==> config.mk <==
export PLATFORM = sky130hd
export DESIGN_NAME = urv_decode_sb
export DESIGN_NICKNAME = d
export VERILOG_FILES = /design/src/rtl/urv_decode_sb.sv
export SDC_FILE = /design/constraint.sdc
export NUM_CORES = 1
export LEC_CHECK = 0
export CAP_MARGIN = 5
export CORE_MARGIN = 1.5
export CORE_UTILIZATION = 53
export CTS_CLUSTER_SIZE = 40
export DETAILED_ROUTE_END_ITERATION = 16
export GPL_ROUTABILITY_DRIVEN = 0
export HOLD_SLACK_MARGIN = 0.03
export PLACE_DENSITY_LB_ADDON = 0.25
export SETUP_SLACK_MARGIN = 0.4
export SYNTH_ARGS = -nofsm -noshare
export SYNTH_HDL_FRONTEND = slang
export SYNTH_SLANG_ARGS = --single-unit
==> constraint.sdc <==
create_clock -name clk_i -period 4.4 [get_ports clk_i]
set_input_delay 0.88 -clock clk_i [delete_from_list [all_inputs] [get_ports clk_i]]
set_output_delay 0.88 -clock clk_i [all_outputs]
set_load 0.01 [all_outputs]
==> src/rtl/urv_decode_sb.sv <==
// urv_decode_sb: uRV decode stage; a per-register pending-latency scoreboard inserts bubbles for slow producers.
// Latency: 1 cycle f_* -> x_*; rf_rs*_o and d_stall_req_o are combinational.
// Backpressure: d_stall_i freezes all state; a scoreboard hazard raises d_stall_req_o and issues bubbles.
// Optional feature: define URV_DECODE_MULDIV_EN to decode DIV/DIVU/REM/REMU (otherwise they are undefined).
module urv_decode_sb #(
    parameter int LOAD_LAT  = 2,
    parameter int SHIFT_LAT = 1,
    parameter int MUL_LAT   = 1,
    parameter int DIV_LAT   = 4,
    parameter int CNT_W     = 3
) (
    input  logic        clk_i,
    input  logic        rst_i,
    input  logic        d_stall_i,
    input  logic        d_kill_i,
    output logic        d_stall_req_o,
    input  logic [31:0] f_ir_i,
    input  logic [31:0] f_pc_i,
    input  logic        f_valid_i,
    input  logic        f_is_compressed_i,
    output logic [4:0]  rf_rs1_o,
    output logic [4:0]  rf_rs2_o,
    output logic        x_valid_o,
    output logic [31:0] x_pc_o,
    output logic [4:0]  x_rs1_o,
    output logic [4:0]  x_rs2_o,
    output logic [4:0]  x_rd_o,
    output logic [4:0]  x_opcode_o,
    output logic [2:0]  x_fun_o,
    output logic [31:0] x_imm_o,
    output logic        x_rd_write_o,
    output logic        x_is_load_o,
    output logic        x_is_store_o,
    output logic        x_is_undef_o,
    output logic [2:0]  x_rd_source_o,
    output logic [31:0] sb_busy_o
);
    localparam logic [4:0] OPC_LOAD = 5'b00000, OPC_OP_IMM = 5'b00100, OPC_AUIPC = 5'b00101,
                           OPC_STORE = 5'b01000, OPC_OP = 5'b01100, OPC_LUI = 5'b01101,
                           OPC_BRANCH = 5'b11000, OPC_JALR = 5'b11001, OPC_JAL = 5'b11011,
                           OPC_SYSTEM = 5'b11100;
    localparam logic [2:0] SRC_ALU = 3'd0, SRC_SHIFTER = 3'd1, SRC_MULTIPLY = 3'd2,
                           SRC_CSR = 3'd3, SRC_DIVIDE = 3'd4;

`ifdef URV_DECODE_MULDIV_EN
    localparam logic MULDIV_EN = 1'b1;
`else
    localparam logic MULDIV_EN = 1'b0;
`endif

    localparam logic [CNT_W-1:0] C_LOAD  = CNT_W'(LOAD_LAT);
    localparam logic [CNT_W-1:0] C_SHIFT = CNT_W'(SHIFT_LAT);
    localparam logic [CNT_W-1:0] C_MUL   = CNT_W'(MUL_LAT);
    localparam logic [CNT_W-1:0] C_DIV   = CNT_W'(DIV_LAT);

    // Every latency has to fit in a counter, or the scoreboard would under-count.
    generate
        if (LOAD_LAT >= (1 << CNT_W) || SHIFT_LAT >= (1 << CNT_W) ||
            MUL_LAT >= (1 << CNT_W) || DIV_LAT >= (1 << CNT_W)) begin : g_lat_check
            $error("urv_decode_sb: a producer latency does not fit in CNT_W bits");
        end
    endgenerate

    logic [CNT_W-1:0] r_cnt [32];

    logic        r_x_valid, r_x_rd_write, r_x_is_load, r_x_is_store, r_x_is_undef;
    logic [31:0] r_x_pc, r_x_imm;
    logic [4:0]  r_x_rs1, r_x_rs2, r_x_rd, r_x_opcode;
    logic [2:0]  r_x_fun, r_x_rd_source;

    logic [4:0]  w_opc, w_rs1, w_rs2, w_rd;
    logic [2:0]  w_fun3;
    logic        w_load, w_opimm, w_auipc, w_store, w_op, w_lui, w_branch, w_jalr, w_jal, w_system;
    logic        w_is_mul, w_is_div, w_is_shift, w_div_undef, w_known, w_rd_nz;
    logic        w_rd_write, w_sb_write, w_use1, w_use2, w_hazard, w_issue, w_cnt_load;
    logic [CNT_W-1:0] w_lat;
    logic [2:0]  w_src;
    logic [31:0] w_imm, w_sb_busy;
    logic        w_unused;

    assign w_opc  = f_ir_i[6:2];
    assign w_rd   = f_ir_i[11:7];
    assign w_fun3 = f_ir_i[14:12];
    assign w_rs1  = f_ir_i[19:15];
    assign w_rs2  = f_ir_i[24:20];

    assign w_load   = (w_opc == OPC_LOAD);
    assign w_opimm  = (w_opc == OPC_OP_IMM);
    assign w_auipc  = (w_opc == OPC_AUIPC);
    assign w_store  = (w_opc == OPC_STORE);
    assign w_op     = (w_opc == OPC_OP);
    assign w_lui    = (w_opc == OPC_LUI);
    assign w_branch = (w_opc == OPC_BRANCH);
    assign w_jalr   = (w_opc == OPC_JALR);
    assign w_jal    = (w_opc == OPC_JAL);
    assign w_system = (w_opc == OPC_SYSTEM);
    assign w_known  = w_load | w_opimm | w_auipc | w_store | w_op | w_lui |
                      w_branch | w_jalr | w_jal | w_system;

    assign w_is_mul    = w_op & f_ir_i[25] & ~w_fun3[2];
    assign w_is_div    = w_op & f_ir_i[25] & w_fun3[2];
    assign w_is_shift  = (w_opimm | (w_op & ~f_ir_i[25])) & (w_fun3[1:0] == 2'b01);
    assign w_div_undef = w_is_div & ~MULDIV_EN;

    assign w_rd_nz    = (w_rd != 5'd0);
    assign w_rd_write = ((w_op | w_opimm | w_jal | w_jalr | w_lui | w_auipc) & w_rd_nz & ~w_div_undef) |
                        (w_system & w_rd_nz & (w_fun3 != 3'b000));
    // Loads retire through the memory writeback path, so x_rd_write stays 0 for them,
    // but they still own rd in the scoreboard until their data is forwardable.
    assign w_sb_write = w_rd_write | (w_load & w_rd_nz);

    assign w_use1 = w_op | w_opimm | w_load | w_store | w_branch | w_jalr | (w_system & ~w_fun3[2]);
    assign w_use2 = w_op | w_store | w_branch;

    // cnt[0] is only ever reset, so x0 can never raise a hazard.
    assign w_hazard   = f_valid_i & ~d_kill_i &
                        ((w_use1 & (r_cnt[w_rs1] != '0)) | (w_use2 & (r_cnt[w_rs2] != '0)));
    assign w_issue    = f_valid_i & ~w_hazard;
    assign w_cnt_load = w_issue & ~d_kill_i & w_sb_write & (w_lat != '0);

    assign d_stall_req_o = w_hazard;
    assign rf_rs1_o      = w_rs1;
    assign rf_rs2_o      = w_rs2;
    assign w_unused      = &{1'b0, f_ir_i[1:0], f_is_compressed_i};

    // Producer latency for the instruction in the decode slot.
    always_comb begin
        w_lat = '0;
        if (w_load)                      w_lat = C_LOAD;
        else if (w_is_shift)             w_lat = C_SHIFT;
        else if (w_is_mul)               w_lat = C_MUL;
        else if (w_is_div && MULDIV_EN)  w_lat = C_DIV;
    end

    // Result source select for the X stage.
    always_comb begin
        w_src = SRC_ALU;
        if (w_system)                    w_src = SRC_CSR;
        else if (w_is_shift)             w_src = SRC_SHIFTER;
        else if (w_is_mul)               w_src = SRC_MULTIPLY;
        else if (w_is_div && MULDIV_EN)  w_src = SRC_DIVIDE;
    end

    // Immediate by instruction format; opcodes without one get 0.
    always_comb begin
        w_imm = '0;
        if (w_opimm || w_load || w_jalr)
            w_imm = {{20{f_ir_i[31]}}, f_ir_i[31:20]};
        else if (w_store)
            w_imm = {{20{f_ir_i[31]}}, f_ir_i[31:25], f_ir_i[11:7]};
        else if (w_branch)
            w_imm = {{19{f_ir_i[31]}}, f_ir_i[31], f_ir_i[7], f_ir_i[30:25], f_ir_i[11:8], 1'b0};
        else if (w_lui || w_auipc)
            w_imm = {f_ir_i[31:12], 12'b0};
        else if (w_jal)
            w_imm = {{11{f_ir_i[31]}}, f_ir_i[31], f_ir_i[19:12], f_ir_i[20], f_ir_i[30:21], 1'b0};
    end

    // Busy view of the scoreboard for debug/trace.
    always_comb begin
        w_sb_busy = '0;
        for (int r = 0; r < 32; r++) w_sb_busy[r] = (r_cnt[r] != '0);
    end

    // Scoreboard counters: step down while the stage moves; a new load wins over the step.
    always_ff @(posedge clk_i) begin
        if (rst_i) begin
            for (int r = 0; r < 32; r++) r_cnt[r] <= '0;
        end else if (!d_stall_i) begin
            for (int r = 1; r < 32; r++) begin
                if (w_cnt_load && (w_rd == 5'(r)))
                    r_cnt[r] <= w_lat;
                else if (r_cnt[r] != '0)
                    r_cnt[r] <= r_cnt[r] - 1'b1;
            end
        end
    end

    // Decode-to-X pipeline register: kill clears the slot, stall holds it, hazard inserts a bubble.
    always_ff @(posedge clk_i) begin
        if (rst_i) begin
            r_x_valid     <= 1'b0;
            r_x_pc        <= '0;
            r_x_rs1       <= '0;
            r_x_rs2       <= '0;
            r_x_rd        <= '0;
            r_x_opcode    <= '0;
            r_x_fun       <= '0;
            r_x_imm       <= '0;
            r_x_rd_write  <= 1'b0;
            r_x_is_load   <= 1'b0;
            r_x_is_store  <= 1'b0;
            r_x_is_undef  <= 1'b0;
            r_x_rd_source <= '0;
        end else if (d_kill_i) begin
            r_x_valid    <= 1'b0;
            r_x_is_load  <= 1'b0;
            r_x_is_store <= 1'b0;
        end else if (!d_stall_i) begin
            r_x_valid     <= w_issue;
            r_x_pc        <= f_pc_i;
            r_x_rs1       <= w_rs1;
            r_x_rs2       <= w_rs2;
            r_x_rd        <= w_rd;
            r_x_opcode    <= w_opc;
            r_x_fun       <= (w_jal | w_jalr | w_lui | w_auipc) ? 3'b000 : w_fun3;
            r_x_imm       <= w_imm;
            r_x_rd_write  <= w_rd_write;
            r_x_is_load   <= w_issue & w_load;
            r_x_is_store  <= w_issue & w_store;
            r_x_is_undef  <= ~w_known | w_div_undef;
            r_x_rd_source <= w_src;
        end
    end

    assign x_valid_o     = r_x_valid;
    assign x_pc_o        = r_x_pc;
    assign x_rs1_o       = r_x_rs1;
    assign x_rs2_o       = r_x_rs2;
    assign x_rd_o        = r_x_rd;
    assign x_opcode_o    = r_x_opcode;
    assign x_fun_o       = r_x_fun;
    assign x_imm_o       = r_x_imm;
    assign x_rd_write_o  = r_x_rd_write;
    assign x_is_load_o   = r_x_is_load;
    assign x_is_store_o  = r_x_is_store;
    assign x_is_undef_o  = r_x_is_undef;
    assign x_rd_source_o = r_x_rd_source;
    assign sb_busy_o     = w_sb_busy;
endmodule

### After elaboration in Yosys (flattened, before gate mapping)

Memory sizes are Yosys's and may differ from the RTL's.
Cells that the tools add are included.

* memories: 1
* register bits: 95
* input port bits: 70
* word-level logic and storage cells: 634
* RAM bits: 96

* bitwise operators: 119
* reduce and logical (&&, ||, !) cells: 74
* multiplexer cells: 355
* add/sub/neg operators: 31
* equal/unequal tests: 41

Memories
* r_cnt: words 32, width 3, read ports 34, clocked after memory_dff 0, write ports 32, RTL line 64 `logic [CNT_W-1:0] r_cnt [32];`

Operators with widths (number)
* $mux W1: 283
* $mux W3: 64
* $mux W32: 5
* $reduce_bool A3 Y1: 36
* $eq A5 B5 Y1 const B: 20
* $sub A3 B1 Y3 const B: 31
* $or A1 B1 Y1: 91
* $eq A5 B4 Y1 const B: 11
* $logic_and A1 B1 Y1: 31
* $eq A5 B3 Y1 const B: 6
* $and A1 B1 Y1: 21
* $eq A5 B2 Y1 const B: 2
* $not A1 Y1: 7
* $mux W2: 3
* $eq A5 B1 Y1 const B: 1
* $logic_not A5 Y1: 1
* $reduce_bool A5 Y1: 1
* $logic_or A1 B1 Y1: 3
* $eq A2 B1 Y1 const B: 1
* $reduce_and A2 Y1: 1
* $reduce_or A2 Y1: 1

### Depth between registers and ports, before layout

* depth after elaboration: 22
* mapped depth: 12

### Worst setup path after synthesis

Ideal clock, no wire load.

* path type: input-to-output
* start: input port f_ir_i[16]
* end: output port d_stall_req_o
* slack: 0.784 ns
* arrival time: 2.736 ns
* stages on the path: 8
* data required time: 3.520 ns
* cells stage by stage: buf_2 > nor2b_1 > a22o_1 > o311a_1 > a221o_1 > a211oi_2 > o21ba_2 > nor2_1

* word-level cells in the longest chain between the ends: 5

RTL lines
* from (decl): RTL line 17 `input logic [31:0] f_ir_i,`
* $mem_v2 Z32 W3
* $reduce_bool A3 Y1: RTL line 117 `((w_use1 & (r_cnt[w_rs1] != '0)) | (w_use2 & (r_cnt[w_rs2] != '0)));`
* $and A1 B1 Y1: RTL line 117
* $or A1 B1 Y1: RTL line 117
* $and A1 B1 Y1: RTL line 116 `assign w_hazard = f_valid_i & ~d_kill_i &`
* to (decl): RTL line 16 `output logic d_stall_req_o,`

Every way passes these cells.

### Final worst setup path

* start: input port f_ir_i[24]
* end: output port d_stall_req_o

Same word-level chain as after synthesis.

==> flow_metrics.tcl <==
set metrics [dict create \
    cp_data_arrival_time_ns 3.07 \
    syn_area_per_cell_sq_um 9.01 \
    peakVddDrop_v 0.000375 \
    timing.final.crit_share 0.899 \
    n_antenna_cell 0 \
    drt_first_pass_iters 7 \
    wire_length_of_the_first_global_routing_pass_mm 51.0 \
    reg2reg_setup_slack_ns 0.77 \
    final_design_area_no_fill_sq_um 14400 \
    yosysSeqAreaShare 0.417 \
    netlist-cell-type-count 68 \
    post-synth-top-area-fraction 0.249 \
    floorplan.die_area_sq_um 22000 \
    core.rowCount 53 \
    cts_num_sinks 187 \
    worst_hold_slack_ns 0.454 \
    worst_setup_path_startpoint "f_ir_i[24]" \
    critical_path_buf_inv_count 2 \
    placed_area_sq_um 13700 \
    dp_hpwl_mm 23.9 \
    synth_top_cell_by_area "edfxtp_1" \
    clk_transition_reported_paths_ns 0.07 \
    tritoncts "done" \
    grt_setup_unrepaired "false" \
    synth_async_sr_flop_share 0 \
    synth_area_sq_um 11200 \
    vias_after_detailed_routing 10120 \
    tightest_slew_ns 0.914 \
    synthToLayoutAreaGrowth_pct 28.5 \
    warnings_synthesis 0 \
    worst_path_dominant_cell_family "compound AO/OA/AOI/OAI gates" \
    synth_area_leaders "edfxtp_1, dfxtp_1, ha_1, nor2_1, nand2_1" \
    antenna_found_initial 0 \
    placement.io_buffers 202 \
    tns_ns 0 \
    worst_case_setup_slack_after_placement_ns -0.423 \
    leakage_nw 5.74 \
    design.core.area_sq_um 20900 \
    grt_util_all_layers 0.298 \
    drive_gt1_frac 0.133 \
    route.antenna.remaining_nets 0 \
    setup_viol 0 \
    path_cells "clkdlybuf4s50_1 > o311ai_2 > a211oi_1 > a211o_1 > or3_1 > o21ba_4 > nor2_4 > buf_6" \
    layout.cells.most_common_list "clkdlybuf4s50_1, nand2_1, nor2_1" \
    synth_edf_count 93 \
    clock-root-buffer "clkbuf_16" \
    holdPathEnd "x_rs1_o[2]$_SDFFE_PP0P_" \
    final_max_slew_viol_count 0 \
    hold_depth 2 \
    max_stage_delay_ns 0.66 \
    fin_crit_ns 3.95 \
    die_h_um 148 \
    initial_utilization 0.537 \
    postRouteWirelength_mm 33.3 \
    maxClockFrequency_mhz 253 \
    ctsLongestPathBuffers 2 \
    crit_required_ns 3.52 \
    pwr_density_cell_nw_per_um2 350 \
    worstSkewPairLatency_ns 0.45 \
    hp-start "x_rs1_o[2]$_SDFFE_PP0P_" \
    maxCapViolCount 0 \
    report.final.hold_viol_count 0 \
    maximum_level_of_the_cts_h_tree 4 \
    grt_pass1_vias 9379 \
    design.portCount 208 \
    die_w_um 148 \
    worstRegToRegCells 10 \
    globalRouteOverflowTotal 0 \
    drt_drc_violations_left 0 \
    regToRegEndpoint "r_cnt[26][1]$_SDFFCE_PP0P_" \
    launching_point_of_the_worst_reg2reg_path "r_cnt[1][0]$_SDFFCE_PN0P_" \
    critical_path.endpoint_type "output port" \
    finalNetCount 1578 \
    fin_worst_skew_ns 0.0139 \
    slew_headroom 0.391 \
    timing.critical_path.slowest_stage_cell "clkdlybuf4s50_1" \
    min-delay-path-class "reg -> reg" \
    synthCells 1245 \
    drtIter0Drc 1048 \
    filler_cells_inserted 1647 \
    startpoint_type "primary input" \
    outcome "finished clean" \
    cts_buffers 17 \
    layout.cells.most_common "clkdlybuf4s50_1" \
    postSynthRegisterBits 187 \
    ys_dominant_reg_cell "dfxtp_1" \
    detail_route.vias_per_cell 5.84 \
    post_drt_wl_per_cell_um 19.2 \
    critPathMaxFanout 8 \
    grt_max_degree 81 \
    critPathKind "in -> out" \
    finalWorstSetupSlack_ns 0.445 \
]
through the flow:
step	total power [W]	instances	utilization
2_1_floorplan	0.00297	1246	-
3_3_place_gp	0.00347	1698	0.656
3_5_place_dp	0.00351	1698	0.656
4_1_cts	0.00504	1733	0.688
5_1_grt	0.00527	1734	0.690
6_report	0.00504	1734	0.690
worst max path at each step:
stage          slack, ns  depth (start not counted)       endpoint
6_report            0.45                          8  d_stall_req_o
5_1_grt             0.41                          9  d_stall_req_o
4_1_cts             0.41                         10  d_stall_req_o
3_5_place_dp       -0.42                         10  d_stall_req_o
3_3_place_gp       -0.43                         10  d_stall_req_o
2_1_floorplan       0.78                          8  d_stall_req_o
logic make-up after synthesis:
group / share of synthesized area
flip-flops: 0.417
XOR/XNOR: 0.0133
AND/OR/NAND/NOR: 0.204
buffers and inverters: 0.0644
multiplexers: 0.0999
adder cells (fa/ha/maj): 0.0692
other: 0.000334
AO/OA/AOI/OAI: 0.132
power by group:
| group | internal (W) | switching, W |
|---|---|---|
| Sequential | 0.00203 | 0.000133 |
| Combinational | 0.000647 | 0.000704 |
| Clock | 0.000760 | 0.000768 |
Yosys cell counts, drive strengths merged (3+ instances only):
master and count:
nor2 159, nand2 157, a21oi 99, dfxtp 94
edfxtp 93, inv 80, mux2 67, ha 62
clkbuf 59, nor3 46, buf 33, nand2b 32
nor3b 26, a211oi 22, a22oi 20, xnor2 17
and2 15, mux2i 14, nand3 14, a31o 12
o21ai 12, a211o 10, a31oi 10, mux4 10
or2 8, nand4 6, nor2b 6, a311oi 4
and3b 4, nor4 4, nor4b 4, or3 4
a21o 3, a311o 3, and3 3, o21bai 3
o31ai 3
state kept, by name (all words and copies together) (netlist names):
register       cells
x_rd_write_o       1
x_is_store_o       1
x_valid_o          1
x_is_load_o        1
r_cnt             93
x_pc_o            32
x_rs2_o            5
x_imm_o           32
x_rd_o             5
x_is_undef_o       1
x_opcode_o         5
x_rd_source_o      2
x_fun_o            3
x_rs1_o            5
routing by layer:
metal	vias up	global-route usage	routed length, um
met5	-	0	0
met4	0	0.108	1180
met3	84	0.0626	2630
met2	461	0.494	16100
met1	4845	0.386	13400
li1	4730	-	-
layout make-up:
type,count,area [sq um],area share
multi-input combinational,887,5910,0.410
sequential,187,4670,0.324
timing repair buffer,273,2600,0.180
clock buffer,18,429,0.0298
tap,275,344,0.0239
inverter,80,300,0.0208
clock inverter,14,150,0.0104
worst reg2reg max path: cells and delay by family (launching register included):
| family | cells | cell delay (ns) |
|---|---|---|
| AO/OA/AOI/OAI | 4 | 0.88 |
| buffers and inverters | 2 | 0.37 |
| flip-flops | 1 | 0.42 |
| multiplexers | 2 | 0.50 |
| AND/OR/NAND/NOR | 2 | 1.19 |
timing repair:
action	CTS	global route
gates cloned	0	0
resized for setup	25	9
pin swaps	5	6
setup buffers	3	1
setup endpoints to repair	5	16
hold buffers	0	0
Power figures use the tool's default switching activity.
